$ cat config.mk
export PLATFORM = sky130hd
export DESIGN_NAME = mux4_rr_arbiter
export DESIGN_NICKNAME = d
export VERILOG_FILES = /design/src/rtl/mux_arb_pkg.sv /design/src/rtl/rr_pick4.sv /design/src/rtl/mux4_rr_arbiter.sv
export SDC_FILE = /design/constraint.sdc
export NUM_CORES = 1
export LEC_CHECK = 0
export BUFFER_PORTS_ARGS = -buffer_cell sky130_fd_sc_hd__clkbuf_2
export CAP_MARGIN = 20
export CORE_MARGIN = 2
export CORE_UTILIZATION = 29
export CTS_BUF_LIST = sky130_fd_sc_hd__clkbuf_4
export DETAILED_ROUTE_END_ITERATION = 8
export PLACE_DENSITY = 0.51
export SETUP_SLACK_MARGIN = 0.15
export SLEW_MARGIN = 20
export SYNTH_ARGS = -nofsm -noshare
export SYNTH_HDL_FRONTEND = slang
export SYNTH_HIERARCHICAL = 1
export SYNTH_SLANG_ARGS = --single-unit
$ cat constraint.sdc
create_clock -name clk -period 3.9 [get_ports clk]
set_input_delay 0.195 -clock clk [delete_from_list [all_inputs] [get_ports clk]]
set_output_delay 0.195 -clock clk [all_outputs]
set_load 0.02 [all_outputs]
$ cat src/rtl/mux_arb_pkg.sv
// mux_arb_pkg: shared state type, sizing constants and onehot helper for the round-robin mux arbiter
package mux_arb_pkg;
  localparam int N_REQ = 4;
  localparam int SEL_W = 2;
  typedef enum logic {IDLE, GRANT} state_t;
  function automatic logic [N_REQ-1:0] to_onehot(input logic [SEL_W-1:0] i);
    return N_REQ'(1) << i;
  endfunction
endpackage

$ cat src/rtl/rr_pick4.sv
// rr_pick4: combinational 4-way round-robin picker, first set request at or after start
module rr_pick4
  import mux_arb_pkg::*;
(
  input  logic [N_REQ-1:0] req,
  input  logic [SEL_W-1:0] start,
  output logic             found,
  output logic [SEL_W-1:0] idx,
  output logic [N_REQ-1:0] onehot
);
  logic [N_REQ-1:0] w_rot;
  logic [SEL_W-1:0] w_off;
  // rotate so that bit 0 is the requester at start, then a fixed priority scan
  assign w_rot  = N_REQ'({req, req} >> start);
  assign w_off  = w_rot[0] ? 2'd0 : w_rot[1] ? 2'd1 : w_rot[2] ? 2'd2 : 2'd3;
  assign found  = |req;
  assign idx    = start + w_off;
  assign onehot = found ? to_onehot(idx) : '0;
endmodule

$ cat src/rtl/mux4_rr_arbiter.sv
// mux4_rr_arbiter: round-robin owner scheduling for a shared 4:1 mux with hold limit
// and a registered data output one cycle behind the grant.
module mux4_rr_arbiter
  import mux_arb_pkg::*;
#(
  parameter int MAX_HOLD = 8,
  parameter int DW       = 1
) (
  input  logic              clk,
  input  logic              rst_n,
  input  logic [3:0]        req,
  input  logic [4*DW-1:0]   d_in,
  output logic [3:0]        gnt,
  output logic [1:0]        sel,
  output logic              busy,
  output logic [DW-1:0]     y,
  output logic              y_valid
);
  localparam int HW = $clog2(MAX_HOLD + 1);
  state_t           r_state, w_state_n;
  logic [N_REQ-1:0] r_gnt, w_gnt_n, w_onehot;
  logic [SEL_W-1:0] r_sel, w_sel_n, r_ptr, w_ptr_n, w_start, w_idx;
  logic [HW-1:0]    r_hold, w_hold_n;
  logic [DW-1:0]    r_y;
  logic             r_yv, w_found, w_rearb;
  // the owner is the current sel; rotation starts just past it so it is checked last
  assign w_rearb = !req[r_sel] || r_hold == HW'(MAX_HOLD);
  assign w_start = r_state == IDLE ? r_ptr : r_sel + 1'b1;
  rr_pick4 u_pick (
    .req    (req),
    .start  (w_start),
    .found  (w_found),
    .idx    (w_idx),
    .onehot (w_onehot)
  );
  always_comb begin
    w_state_n = r_state;
    w_gnt_n   = r_gnt;
    w_sel_n   = r_sel;
    w_ptr_n   = r_ptr;
    w_hold_n  = r_hold;
    if (r_state == IDLE) begin
      if (w_found) begin
        w_state_n = GRANT;
        w_gnt_n   = w_onehot;
        w_sel_n   = w_idx;
        w_hold_n  = HW'(1);
      end
    end else if (!w_rearb) begin
      w_hold_n = r_hold + 1'b1;
    end else begin
      w_ptr_n   = w_start;
      w_state_n = w_found ? GRANT : IDLE;
      w_gnt_n   = w_onehot;
      w_sel_n   = w_found ? w_idx : r_sel;
      w_hold_n  = w_found ? HW'(1) : '0;
    end
  end
  always_ff @(posedge clk or negedge rst_n) begin
    if (!rst_n) begin
      r_state <= IDLE;
      r_gnt   <= '0;
      r_sel   <= '0;
      r_ptr   <= '0;
      r_hold  <= '0;
      r_y     <= '0;
      r_yv    <= 1'b0;
    end else begin
      r_state <= w_state_n;
      r_gnt   <= w_gnt_n;
      r_sel   <= w_sel_n;
      r_ptr   <= w_ptr_n;
      r_hold  <= w_hold_n;
      r_yv    <= |r_gnt;
      if (|r_gnt) r_y <= d_in[r_sel*DW +: DW];
    end
  end
  assign gnt     = r_gnt;
  assign sel     = r_sel;
  assign busy    = |r_gnt;
  assign y       = r_y;
  assign y_valid = r_yv;
endmodule

==> results of run 1 <==
[per-stage QoR]
step | instance area [um^2] | utilization | power [W] | hold slack [ps] | setup slack (ps)
2_1_floorplan | 1000 | - | 0.000751 | -101 | 1330
3_3_place_gp | 1110 | 0.333 | 0.000844 | 137 | 1090
3_5_place_dp | 1110 | 0.333 | 0.000852 | 132 | 1010
4_1_cts | 1150 | 0.344 | 0.000948 | 367 | 1010
5_1_grt | 1150 | 0.344 | 0.00103 | 369 | 741
6_report | 1150 | 0.344 | 0.000937 | 359 | 981
[area by class of cell]
type                       count  share of cell area
clock buffer                   3              0.0196
clock inverter                 1             0.00436
inverter                       5              0.0164
multi-input combinational     75               0.495
sequential                    15               0.327
tap                           46              0.0502
timing repair buffer          19              0.0872
[layer usage]
metal / share of wire / up-vias
met5: 0 / -
met4: 0.0068 / 0
met3: 0.053 / 2
met2: 0.47 / 19
met1: 0.47 / 377
li1: - / 396
[worst register-to-register path, cell delays in order, from the launching register on]
cell and delay [ps]:
dfrtp_1 530, mux2i_1 670, nor3b_1 100, o21ai_0 180, o211ai_1 120, ha_1 250, or4_4 490, nand4_2 150
nor3_1 60, mux2_2 270
[logic make-up after synthesis]
family | Yosys count | share of synthesized area
xor+xnor | 2 | 0.0175
flops | 15 | 0.374
simple gates | 40 | 0.231
fa+ha+maj | 3 | 0.0374
compound gates | 17 | 0.110
buf+inv | 10 | 0.0599
mux | 13 | 0.171
[sequential cells by signal, summed over array words and instances (netlist names)]
name / count
r_ptr: 2
gnt: 4
sel: 2
y: 1
y_valid: 1
r_hold: 4
r_state: 1
[placed cells by master, fill, tap and decap left out, drive strengths merged]
cell type     n
or3           1
mux2         10
or2           1
a311oi        1
a21oi         6
and3          1
nor2         11
nor3          3
o21ai         3
nand2         7
a22o          2
nand3         3
clkinv        1
mux2i         1
nand4         1
a221o         1
o211ai        1
clkbuf       21
or4           2
nor4          1
nand2b        1
xnor2         2
o22ai         1
inv           5
a21boi        2
nand3b        3
dfrtp        15
nor3b         2
dlygate4sd3   1
ha            3
mux4          2
nor2b         3
[power groups by stage]
stage          combinational (W)  sequential (W)  clock [W]
2_1_floorplan           0.000448        0.000303          0
3_3_place_gp            0.000554        0.000290          0
3_5_place_dp            0.000560        0.000292          0
4_1_cts                 0.000567        0.000288  0.0000920
5_1_grt                 0.000632        0.000300  0.0000956
6_report                0.000564        0.000285  0.0000880
[what timing repair did]
item                                   4_1_cts  5_1_grt
resized for setup                            0        0
hold buffers                                 1        0
endpoints found under the hold margin       15        0
[worst max-delay path by stage]
stage                  from  endpoint  cells after the start
floorplan           r_state    gnt[0]                     11
CTS                 r_state    gnt[0]                      9
finish              r_state    gnt[0]                      9
global route        r_state    gnt[1]                      9
global placement    r_state    gnt[0]                      9
detailed placement  r_state    gnt[0]                      9
==> key figures, run 1 <==
Clock network
  – Total setup buffers inserted after CTS: 0
  – Clk Latency, worst-skew pair: between 200 and 300 ps
  – Clk slew on worst S/H paths: 100 ps
  – CTS buffer count: 3
  – # clock sinks: 15
  – Clock Path Buffers: 2
  – CTS Root Cell: clkbuf_4
  – H-tree Lvls: 1
  – CTS tree: built

Logic synthesis
  – Area share of the largest cell type after synthesis: 0.374
  – Gate count of the mapped netlist: 100
  – Top FF cell, synth: dfrtp_1
  – Post-Syn Area per Cell: roughly 10 um^2
  – Flops & latches, synth: 15
  – Cell variety after synth: 35
  – Cell Area, Synth: between 1000 and 1500 um^2
  – Most frequent cell after synthesis: dfrtp_1
  – Post-synth EDFFs: 0
  – Sequential element share of the synthesized area: 0.374
  – Syn Nets: 113
  – Async SR Flop Fraction: 1.00
  – Top cells by area, synth: dfrtp_1 (37%), mux2_2 (10%), mux4_2 (4.5%)
  – Leading area contributor after synthesis: dfrtp_1
  – Synth warn: 6
  – Commonest cells post-synth: dfrtp_1 (15), nor2_1 (10), mux2_2 (9), nand2_1 (7), a21oi_1 (6)

Critical path
  – Critical path fanouts, max: 11
  – Crit-path slowest cell: mux2i_1
  – Critical path launch point type: flip-flop
  – Critical Path AT: 3100 ps
  – R2R Path End: gnt[0]
  – CP top delay family: multiplexers
  – Critical Path Sink Type: flip-flop
  – Worst path buffer plus inverter count: 0
  – Crit path kind: reg -> reg
  – Crit-path cells: mux2i_1, nor3b_1, o21ai_0, o211ai_1, ha_1, or4_4, nand4_2, nor3_1, mux2_2
  – Worst reg2reg setup slack: 980 ps
  – Crit-path max cell delay: 670 ps
  – Worst Path Required: 4080 ps
  – Beginning of the worst register-to-register path: r_state
  – Worst reg2reg path depth: 9

Power and ir drop
  – Sequential Power Share: 0.305
  – Switching share of power: 0.433
  – Internal power: 0.000531 W
  – Part of the power in the clock network: 0.094
  – P_leak: roughly 0.52 nW
  – Worst vdd ir: slightly below 400 uV
  – P per Cell Area: approximately 820 nW/um^2
  – Combinational share of power: 0.602
  – Psw: 0.000406 W

GRT
  – Grt met3 use: 0.0378
  – First-pass GRT wire length: 3640 um
  – Grt ovf: 0
  – Met1 GRT Util: 0.151
  – Vias in the first global route: 754
  – Initial antenna violation count: 0
  – Busiest layer in global routing: met2
  – Total track usage: 0.114
  – GR Util met2: 0.180
  – Largest net degree at the start of global routing: 16

Timing
  – RSZ-0062 raised after global routing: no
  – Slew headroom: 0.502
  – Setup tns final: 0 ps
  – Max-slew violations: 0
  – Max Clock Freq: roughly 340 MHz
  – Tmin final: 2920 ps
  – Period utilization: 0.749
  – Worst Tran Pin Value: 726 ps
  – Final setup viols: 0
  – Final hold viol count: 0
  – Layout Skew: 8.67 ps

Floorplanning
  – Core Region: 3340 um^2
  – Io pins: 19
  – Starting Density: 0.301
  – # rows: 21
  – Die ar.: 3950 um^2
  – Die X: 62.8 um
  – Die Height: 62.8 um

Finish
  – # nets final: 132
  – Filler cells: 352
  – Seq. cell area: 375 um^2
  – ANT cells: 0
  – Layout cell share with drive strength beyond 1: 0.339
  – Area of the multi-input gates: 568 um^2
  – Non-Filler Instances: approximately 160
  – Area delta synth->final: 14.3%

Placed design
  – Cells after DPL: 159
  – Placer Congestion: 0.789
  – Port Buf Inserts: 18
  – HPWL Detailed: 1560 um

Detailed routing
  – Initial DRC Count: 25
  – Vias per cell: 4.84
  – Via count: 794
  – Final wirelength: 2070 um
  – ANT nets after route: 0
  – Post-route DRC: 0
  – WL/cell: 12.6 um
  – Pre-antenna DRT Iters: 4

Outcome
  – Outcome: completed

Run
  – Max-cap violation count: 0

Worst hold path
  – Hold Path Class: in -> async
Power figures use the tool's default switching activity.
==> run 2: changes to the inputs <==
- PLACE_DENSITY: 0.51 -> 0.53
- clock period: 3.9 -> 2.6 ns (I/O delays scaled with it)
==> key figures, run 2 (synthesized netlist as in run 1, its figures left out) <==
Critical path
  – Critical Path Sink Type: flip-flop
  – Critical path launch point type: flip-flop
  – Crit-path cells: mux2i_4, nor3b_1, o21ai_1, o211ai_1, ha_2, or4_4, nand4_4, nor3_1, mux2_2
  – Worst reg2reg setup slack: 210 ps (-770 ps)
  – Crit-path max cell delay: 500 ps (-170 ps)
  – Beginning of the worst register-to-register path: r_state
  – Critical Path AT: 2570 ps (-530 ps)
  – Setup crit start: r_state
  – Worst Path Required: 2780 ps (-1300 ps)
  – Worst path buffer plus inverter count: 0 (unchanged)
  – Worst reg2reg path depth: 9 (unchanged)
  – CP top delay family: simple AND/OR/NAND/NOR gates
  – Crit-path slowest cell: or4_4
  – Crit path kind: reg -> reg
  – Critical path fanouts, max: 6 (-5)
  – R2R Path End: gnt[0]

Floorplanning
  – # rows: 21 (unchanged)
  – Starting Density: 0.301 (unchanged)
  – Die Height: 62.8 um (unchanged)
  – Die X: 62.8 um (unchanged)
  – Core Region: 3340 um^2 (unchanged)
  – Die ar.: 3950 um^2 (unchanged)
  – Io pins: 19 (unchanged)

GRT
  – GR Util met2: 0.223 (+0.0430)
  – Busiest layer in global routing: met2
  – Vias in the first global route: 873 (+16%)
  – Total track usage: 0.128 (+0.0137)
  – First-pass GRT wire length: 4000 um (+9.7%)
  – Initial antenna violation count: 0 (unchanged)
  – Grt met3 use: 0.0306 (-0.00721)
  – Met1 GRT Util: 0.149 (-0.00264)
  – Largest net degree at the start of global routing: 16 (unchanged)
  – Grt ovf: 0 (unchanged)

Timing
  – Final setup viols: 0 (unchanged)
  – Setup WS post-layout: 210 ps (-771 ps)
  – Max Clock Freq: 418 MHz (+22%)
  – Worst Tran Pin Value: 540 ps (-186 ps)
  – Tmin final: 2390 ps (-529 ps)
  – Layout Skew: 5.92 ps (-2.75 ps)
  – Final hold viol count: 0 (unchanged)
  – Max-slew violations: 0 (unchanged)
  – Setup tns final: 0 ps (unchanged)
  – Slew headroom: 0.636 (+0.135)
  – Period utilization: 0.919 (+0.171)
  – RSZ-0062 raised after global routing: yes

Finish
  – Commonest non-fill, non-tap cells in the layout: clkbuf_2 (18), dfrtp_1 (14), nor2_1 (10)
  – Layout cell share with drive strength beyond 1: 0.439 (+0.100)
  – ANT cells: 0 (unchanged)
  – Filler cells: 349 (-0.85%)
  – Area delta synth->final: 23.3%
  – Non-Filler Instances: 169 (+3.0%)
  – Seq. cell area: 377 um^2 (+0.33%)
  – Area of the multi-input gates: 619 um^2 (+9.0%)
  – Post-Layout Inst Area: 1240 um^2 (+7.9%)
  – Commonest non-fill, non-tap cell in the layout: clkbuf_2
  – # nets final: 137 (+3.8%)

Outcome
  – Outcome: completed

Worst hold path
  – Hold Path Class: in -> async

Detailed routing
  – Post-route DRC: 0 (unchanged)
  – Final wirelength: 2250 um (+8.8%)
  – Pre-antenna DRT Iters: 4 (unchanged)
  – Initial DRC Count: 51 (+100%)
  – Via count: 827 (+4.2%)
  – ANT nets after route: 0 (unchanged)
  – WL/cell: 13.3 um (+5.6%)
  – Vias per cell: 4.89 (+1.1%)

Power and ir drop
  – P per Cell Area: 1270 nW/um^2 (+56%)
  – Power after layout: 0.00158 W (+68%)
  – Worst vdd ir: 336 uV (-14%)
  – P_leak: 0.552 nW (+5.5%)

Placed design
  – Placement Cell Area: 1150 um^2 (+3.5%)
  – Placer Congestion: 0.748 (-5.2%)
  – Port Buf Inserts: 18 (unchanged)
  – Post-place setup slack: 155 ps (-851 ps)
  – Cells after DPL: 163 (+2.5%)
  – HPWL Detailed: 1660 um (+6.1%)

Clock network
  – CTS Root Cell: clkbuf_4
  – Clock Path Buffers: 2 (unchanged)
  – CTS buffer count: 3 (unchanged)
  – Clk Latency, worst-skew pair: 290 ps (about the same)
  – # clock sinks: 15 (unchanged)
  – H-tree Lvls: 1 (unchanged)
  – CTS tree: built
  – Clk slew on worst S/H paths: 110 ps (about the same)

Run
  – Max-cap violation count: 0 (unchanged)
## run 2: worst max-delay path by stage
stage,end,slack (ps),depth (start not counted)
after floorplan,gnt[0],150,11
after global placement,gnt[0],240,9
after detailed placement,gnt[0],150,9
after CTS,gnt[0],170,9
after global routing,gnt[0],90,9
final,gnt[0],210,9
## run 2: metal layers
| layer | vias to the layer above | wire (um) |
|---|---|---|
| met5 | - | 0 |
| met4 | 0 | 24 |
| met3 | 2 | 77 |
| met2 | 17 | 1120 |
| met1 | 407 | 1030 |
| li1 | 401 | - |
## run 2: repair_timing
item	CTS	global route
setup buffers	0	1
pin swaps	0	3
gates resized for setup	1	9
hold endpoints to repair	15	0
hold buffers	1	0
setup endpoints to repair	1	4
## run 2: report_power, final
group          switching, W  leakage [nW]  internal, W  total [W]
clock network     0.0000866        0.0177    0.0000571   0.000144
registers         0.0000783         0.179     0.000334   0.000412
logic              0.000511         0.355     0.000510    0.00102
total              0.000676         0.552     0.000901    0.00158
## run 2: layout make-up
cell class                 count  area share
inverter                       5      0.0152
tap                           46      0.0465
multi-input combinational     75       0.501
clock buffer                   3      0.0182
timing repair buffer          24       0.111
clock inverter                 1     0.00404
sequential                    15       0.304
## run 2: worst register-to-register path: cells and delay by family (launching register included)
family / cells / cell delay, ps
flops: 1 / 430
mux: 2 / 620
compound gates: 2 / 240
simple gates: 4 / 760
fa+ha+maj: 1 / 220
## run 2: metrics by stage
step,hold WS (ps),util
CTS,279,0.358
detailed placement,82.8,0.344
floorplan,-166,-
global placement,74.5,0.344
finish,289,0.371
global route,286,0.371
